[src/rtl/lab5cpu_mem_pkg.sv]
// Shared constants for the lab5cpu memory arbiter: default widths, master indices
// and FSM state encoding.
package lab5cpu_mem_pkg;

  localparam int unsigned DefaultAddrW = 11;
  localparam int unsigned DefaultDataW = 32;
  localparam int unsigned DefaultBeW   = DefaultDataW / 8;
  localparam int unsigned WaitCntW     = 16;

  localparam logic Master0 = 1'b0;
  localparam logic Master1 = 1'b1;

  typedef enum logic [0:0] {
    StIdle = 1'b0,
    StBusy = 1'b1
  } arb_state_e;

endpackage

[src/rtl/lab5cpu_rr_arb2.sv]
// Two-input round-robin grant: purely combinational from the current requests
// and the master granted most recently.
module lab5cpu_rr_arb2
  import lab5cpu_mem_pkg::*;
(
  input  logic [1:0] req,
  input  logic       last_grant,
  output logic       gnt_valid,
  output logic       gnt_idx
);

  always_comb begin
    gnt_valid = |req;
    gnt_idx   = Master0;
    case (req)
      2'b01:   gnt_idx = Master0;
      2'b10:   gnt_idx = Master1;
      2'b11:   gnt_idx = ~last_grant;
      default: gnt_idx = Master0;
    endcase
  end

endmodule

[src/rtl/lab5cpu_mem_arbiter.sv]
// Arbitrates the CPU data port (m0) and the transmit DMA (m1) onto one synchronous
// on-chip memory; read data returns one cycle after the granted address.
module lab5cpu_mem_arbiter
  import lab5cpu_mem_pkg::*;
#(
  parameter int unsigned ADDR_W = DefaultAddrW,
  parameter int unsigned DATA_W = DefaultDataW,
  parameter int unsigned BE_W   = DefaultBeW
) (
  input  logic              clk,
  input  logic              reset,
  input  logic              m0_read,
  input  logic              m0_write,
  input  logic [ADDR_W-1:0] m0_address,
  input  logic [BE_W-1:0]   m0_byteenable,
  input  logic [DATA_W-1:0] m0_writedata,
  output logic              m0_waitrequest,
  output logic              m0_readdatavalid,
  output logic [DATA_W-1:0] m0_readdata,
  input  logic              m1_read,
  input  logic              m1_write,
  input  logic [ADDR_W-1:0] m1_address,
  input  logic [BE_W-1:0]   m1_byteenable,
  input  logic [DATA_W-1:0] m1_writedata,
  output logic              m1_waitrequest,
  output logic              m1_readdatavalid,
  output logic [DATA_W-1:0] m1_readdata,
  output logic              mem_chipselect,
  output logic              mem_write,
  output logic              mem_clken,
  output logic [ADDR_W-1:0] mem_address,
  output logic [BE_W-1:0]   mem_byteenable,
  output logic [DATA_W-1:0] mem_writedata,
  input  logic [DATA_W-1:0] mem_readdata
);

  logic req0, req1;
  logic gnt_valid, gnt_idx, gnt_ok, gnt0, gnt1;
  logic sel_write;
  logic [ADDR_W-1:0] sel_addr;
  logic [BE_W-1:0]   sel_be;
  logic [DATA_W-1:0] sel_wdata;

  logic last_grant_q;
  logic rd_pending_q, rd_owner_q;
  arb_state_e state_q, state_d;
  logic [WaitCntW-1:0] wait_cnt0_q, wait_cnt0_d, wait_cnt1_q, wait_cnt1_d;

  assign req0 = m0_read | m0_write;
  assign req1 = m1_read | m1_write;

  lab5cpu_rr_arb2 u_arb (
    .req        ({req1, req0}),
    .last_grant (last_grant_q),
    .gnt_valid  (gnt_valid),
    .gnt_idx    (gnt_idx)
  );

  // Reset masks the grant so both masters see waitrequest and the memory stays idle.
  assign gnt_ok = gnt_valid & ~reset;
  assign gnt0   = gnt_ok & (gnt_idx == Master0);
  assign gnt1   = gnt_ok & (gnt_idx == Master1);

  always_comb begin
    if (gnt_idx == Master1) begin
      sel_write = m1_write;
      sel_addr  = m1_address;
      sel_be    = m1_byteenable;
      sel_wdata = m1_writedata;
    end else begin
      sel_write = m0_write;
      sel_addr  = m0_address;
      sel_be    = m0_byteenable;
      sel_wdata = m0_writedata;
    end
  end

  assign mem_chipselect = gnt_ok;
  assign mem_write      = gnt_ok & sel_write;
  assign mem_clken      = 1'b1;
  assign mem_address    = sel_addr;
  assign mem_byteenable = sel_write ? sel_be : {BE_W{1'b1}};
  assign mem_writedata  = sel_wdata;

  assign m0_waitrequest = reset | (req0 & ~gnt0);
  assign m1_waitrequest = reset | (req1 & ~gnt1);

  assign m0_readdatavalid = rd_pending_q & (rd_owner_q == Master0);
  assign m1_readdatavalid = rd_pending_q & (rd_owner_q == Master1);
  assign m0_readdata      = mem_readdata;
  assign m1_readdata      = mem_readdata;

  always_comb begin
    state_d = state_q;
    case (state_q)
      StIdle: if (gnt_ok) state_d = StBusy;
      StBusy: if (!gnt_ok && !rd_pending_q) state_d = StIdle;
      default: state_d = StIdle;
    endcase
  end

  // Saturating stall counters, cleared in the cycle after a grant.
  always_comb begin
    wait_cnt0_d = wait_cnt0_q;
    wait_cnt1_d = wait_cnt1_q;
    if (gnt0) begin
      wait_cnt0_d = '0;
    end else if (m0_waitrequest && (wait_cnt0_q != {WaitCntW{1'b1}})) begin
      wait_cnt0_d = wait_cnt0_q + 1'b1;
    end
    if (gnt1) begin
      wait_cnt1_d = '0;
    end else if (m1_waitrequest && (wait_cnt1_q != {WaitCntW{1'b1}})) begin
      wait_cnt1_d = wait_cnt1_q + 1'b1;
    end
  end

  always_ff @(posedge clk or posedge reset) begin
    if (reset) begin
      last_grant_q <= Master1;
      rd_pending_q <= 1'b0;
      rd_owner_q   <= Master0;
      state_q      <= StIdle;
      wait_cnt0_q  <= '0;
      wait_cnt1_q  <= '0;
    end else begin
      if (gnt_ok) last_grant_q <= gnt_idx;
      rd_pending_q <= gnt_ok & ~sel_write;
      if (gnt_ok && !sel_write) rd_owner_q <= gnt_idx;
      state_q     <= state_d;
      wait_cnt0_q <= wait_cnt0_d;
      wait_cnt1_q <= wait_cnt1_d;
    end
  end

endmodule

[config.mk]
export PLATFORM = sky130hd
export DESIGN_NAME = lab5cpu_mem_arbiter
export DESIGN_NICKNAME = d
export VERILOG_FILES = /design/src/rtl/lab5cpu_mem_pkg.sv /design/src/rtl/lab5cpu_rr_arb2.sv /design/src/rtl/lab5cpu_mem_arbiter.sv
export SDC_FILE = /design/constraint.sdc
export NUM_CORES = 1
export LEC_CHECK = 0
export ABC_CLOCK_PERIOD_IN_PS = 2100
export BUFFER_PORTS_ARGS = -buffer_cell sky130_fd_sc_hd__buf_4
export CORE_AREA = 2 2 97 99
export CTS_CLUSTER_SIZE = 25
export DETAILED_ROUTE_END_ITERATION = 10
export DIE_AREA = 0 0 99 101
export GPL_ROUTABILITY_DRIVEN = 0
export SLEW_MARGIN = 20
export SYNTH_ARGS = -nofsm -noshare
export SYNTH_HDL_FRONTEND = slang
export SYNTH_SLANG_ARGS = --single-unit
[constraint.sdc]
create_clock -name clk -period 2.1 [get_ports clk]
set_input_delay 0.21 -clock clk [delete_from_list [all_inputs] [get_ports clk]]
set_output_delay 0.21 -clock clk [all_outputs]
set_load 0.01 [all_outputs]
==> summary.txt <==
Clock Path Buffers - 2
Worst Path Required - 1.89 ns
CTS Buf Count - 3
Layout Cells excl Fill - 356
Fmax - 0.498 GHz
Clock Sinks - 3
CTS tree - yes
Tot Pwr - 1.05 mW
Hold path depth - 3
Synth cell types - 25
Fin util - 0.252
Critical path type - reg -> out
# diodes - 0
Nets - 378
Setup bufs post-CTS - 0
Vias post-DR - 1,390
CP max FO - 32
PwrDens - 463 nW/um^2
# rows - 35
Root buf cell - clkbuf_8
Post-Synth XOR/XNOR Area - 0
Max-cap violations - 0
Vias per inst - 3.90
Core footprint - 8980 um^2
Syn nets - 289
Most common cell in the netlist - buf_4
Number of synthesized flops with an enable pin - 0
VDD IR max - 0.171 mV
Int Pwr - 685 uW
Clock Power Share - 0.164
Sequential area share after synthesis - 0.0531
GRT overflow - 0
GRT Util Overall - 0.0900
Port bufs - 152
HP Class - in -> reg
Top Ports - 250
Logic gate share of total power - 0.752
Final hold vios - 0
DIE WIDTH - 99 um
DR iter-0 viols - 37
Pre-antenna DRT Iters - 4
Compound-gate portion of the synthesized area - 0.103
WL per Instance - 14.5 um
Period minus WS final - 2.01 ns
FFs w/ async S/R, synth - 1.00
Arrival time at the worst endpoint - 1.80 ns
Reg power frac - 0.084
Worst-skew pair later-pin latency - 0.22 ns
Worst R2R End - rd_owner_q
Syn_area_per_cell - 9.15 um^2
# setup viols final - 0
Sw Pwr - 362 uW
# fillers - 963
Fin crit share - 0.957
PostCTS Resize Cnt - 0
Top area cells in the synthesized netlist - buf_4 (34%), mux2_4 (27%), mux2_2 (13%)
Chip height - 101 um
Synth Cell Area - 1440 um^2
Post-synthesis mux area share - 0.405
Synth Area in Adders - 0
H-tree lvl count - 1
CTS clk-pin slew, worst paths - 0.03 ns
Vias in the first global route - 1,336
Aggregate routed wire length - 5.17 mm
Worst Hold Path EP - rd_owner_q
Min-delay src - m0_write
First-pass GRT wire length - 7.04 mm
Layout area overhead - 57.6%
Main combinational cell family by area after synthesis - multiplexers
Initial antenna violation count - 0
RSZ-0062 raised after global routing - no
Syn Inst Count - 157
Worst slew pin tran - 0.529 ns
Main flop type after synthesis - dfrtp_1
Starting Density - 0.160
Residual DRC - 0
Yosys warning count - 0
Post-route ant nets - 0
Switching part of the total - 0.346
Layout cells sized above 1 - 0.829
Setup TNS - 0 ns
Reg2Reg Setup Slack - 0.92 ns
Outcome - complete, no violations
Slew HR - 0.646
Largest net degree at the start of global routing - 33
Seq cells post-synth - 3
Placed insts - 351
Commonest cells post-synth - buf_4 (65), mux2_4 (26), mux2_2 (17)
Post-synth top area share - 0.340
Reg-to-reg critical path startpoint - last_grant_q
FF-to-FF path depth - 3
Clk_skew - 0.00423 ns
Synth area leader - buf_4
Worst setup SP type - flop
Max-slew violation count - 0
Crit end category - primary output
DP HPWL - 4.40 mm
Simple-gate portion of the synthesized area - 0.0453
P_leak - 1.18 nW
Full die area - 10000 um^2
==> cells by family after synthesis <==
| group | after synthesis |
|---|---|
| compound gates | 22 |
| mux | 43 |
| other cells | 1 |
| flops | 3 |
| simple gates | 12 |
| buf+inv | 76 |
==> stage by stage <==
stage	hold slack (ns)	area [um^2]	setup slack [ns]
2_1_floorplan	-0.0147	1440	0.452
3_3_place_gp	0.159	2210	0.348
3_5_place_dp	0.158	2210	0.310
4_1_cts	0.380	2260	0.0826
5_1_grt	0.411	2260	0.00506
6_report	0.380	2260	0.0902
==> how the worst max path moves through the flow <==
stage,endpoint,slack [ns],cells after the start,from
detailed placement,mem_address[9],0.31,5,last_grant_q
floorplan,mem_writedata[10],0.45,6,last_grant_q
global placement,mem_writedata[1],0.35,5,last_grant_q
CTS,mem_address[9],0.08,5,last_grant_q
finish,mem_address[0],0.09,5,last_grant_q
global route,mem_address[8],0.005,5,last_grant_q
==> cell usage in the layout, fill, tap and decap left out, types with 2 or more instances in the layout <==
| master | n |
|---|---|
| buf_4 | 153 |
| nor2_1 | 3 |
| clkbuf_8 | 3 |
| o21ai_0 | 7 |
| dfrtp_1 | 2 |
| and2_1 | 2 |
| mux2_4 | 26 |
| o211ai_1 | 4 |
| o21a_1 | 3 |
| nand2_1 | 2 |
| nand2b_1 | 2 |
| inv_1 | 5 |
| nor2b_1 | 2 |
| mux2_2 | 17 |
| o31ai_1 | 2 |
==> power groups by stage <==
stage                     Clock [mW]  Combinational, mW  Sequential, mW
final                          0.172              0.787          0.0876
after global routing           0.182              0.839          0.0912
after CTS                      0.173              0.796          0.0873
after detailed placement           0              0.793          0.0883
after global placement             0              0.785          0.0867
after floorplan                    0              0.539          0.0776
==> critical path, cell delays in order, from the launching register on <==
cell,delay (ns)
dfstp_2,0.60
o21ai_2,0.10
o21ai_4,0.08
buf_12,0.24
mux2_2,0.38
buf_4,0.15
==> registers in the layout, indices dropped and copies added, names as in the netlist <==
signal and cells:
rd_owner_q 1, last_grant_q 1, rd_pending_q 1
==> per-layer routing <==
| layer | global-route usage | wire length [um] | vias to the layer above |
|---|---|---|---|
| met5 | 0 | 0 | - |
| met4 | 0.0432 | 137 | 0 |
| met3 | 0.0381 | 682 | 23 |
| met2 | 0.134 | 2320 | 111 |
| met1 | 0.112 | 2020 | 614 |
| li1 | - | - | 642 |
==> layout make-up <==
type | count | area (um^2) | area share
Multi-Input combinational cell | 78 | 806 | 0.356
Inverter | 5 | 18.8 | 0.00829
Tap cell | 111 | 139 | 0.0614
Sequential cell | 3 | 76.3 | 0.0337
Timing Repair Buffer | 155 | 1180 | 0.521
Clock buffer | 4 | 45.0 | 0.0199
==> what timing repair did <==
item | in CTS | in global routing
endpoints found under the hold margin | 2 | 0
hold buffers | 1 | 0
endpoints found under the setup margin | 0 | 0
No activity file was read; power rests on OpenSTA's default activity.
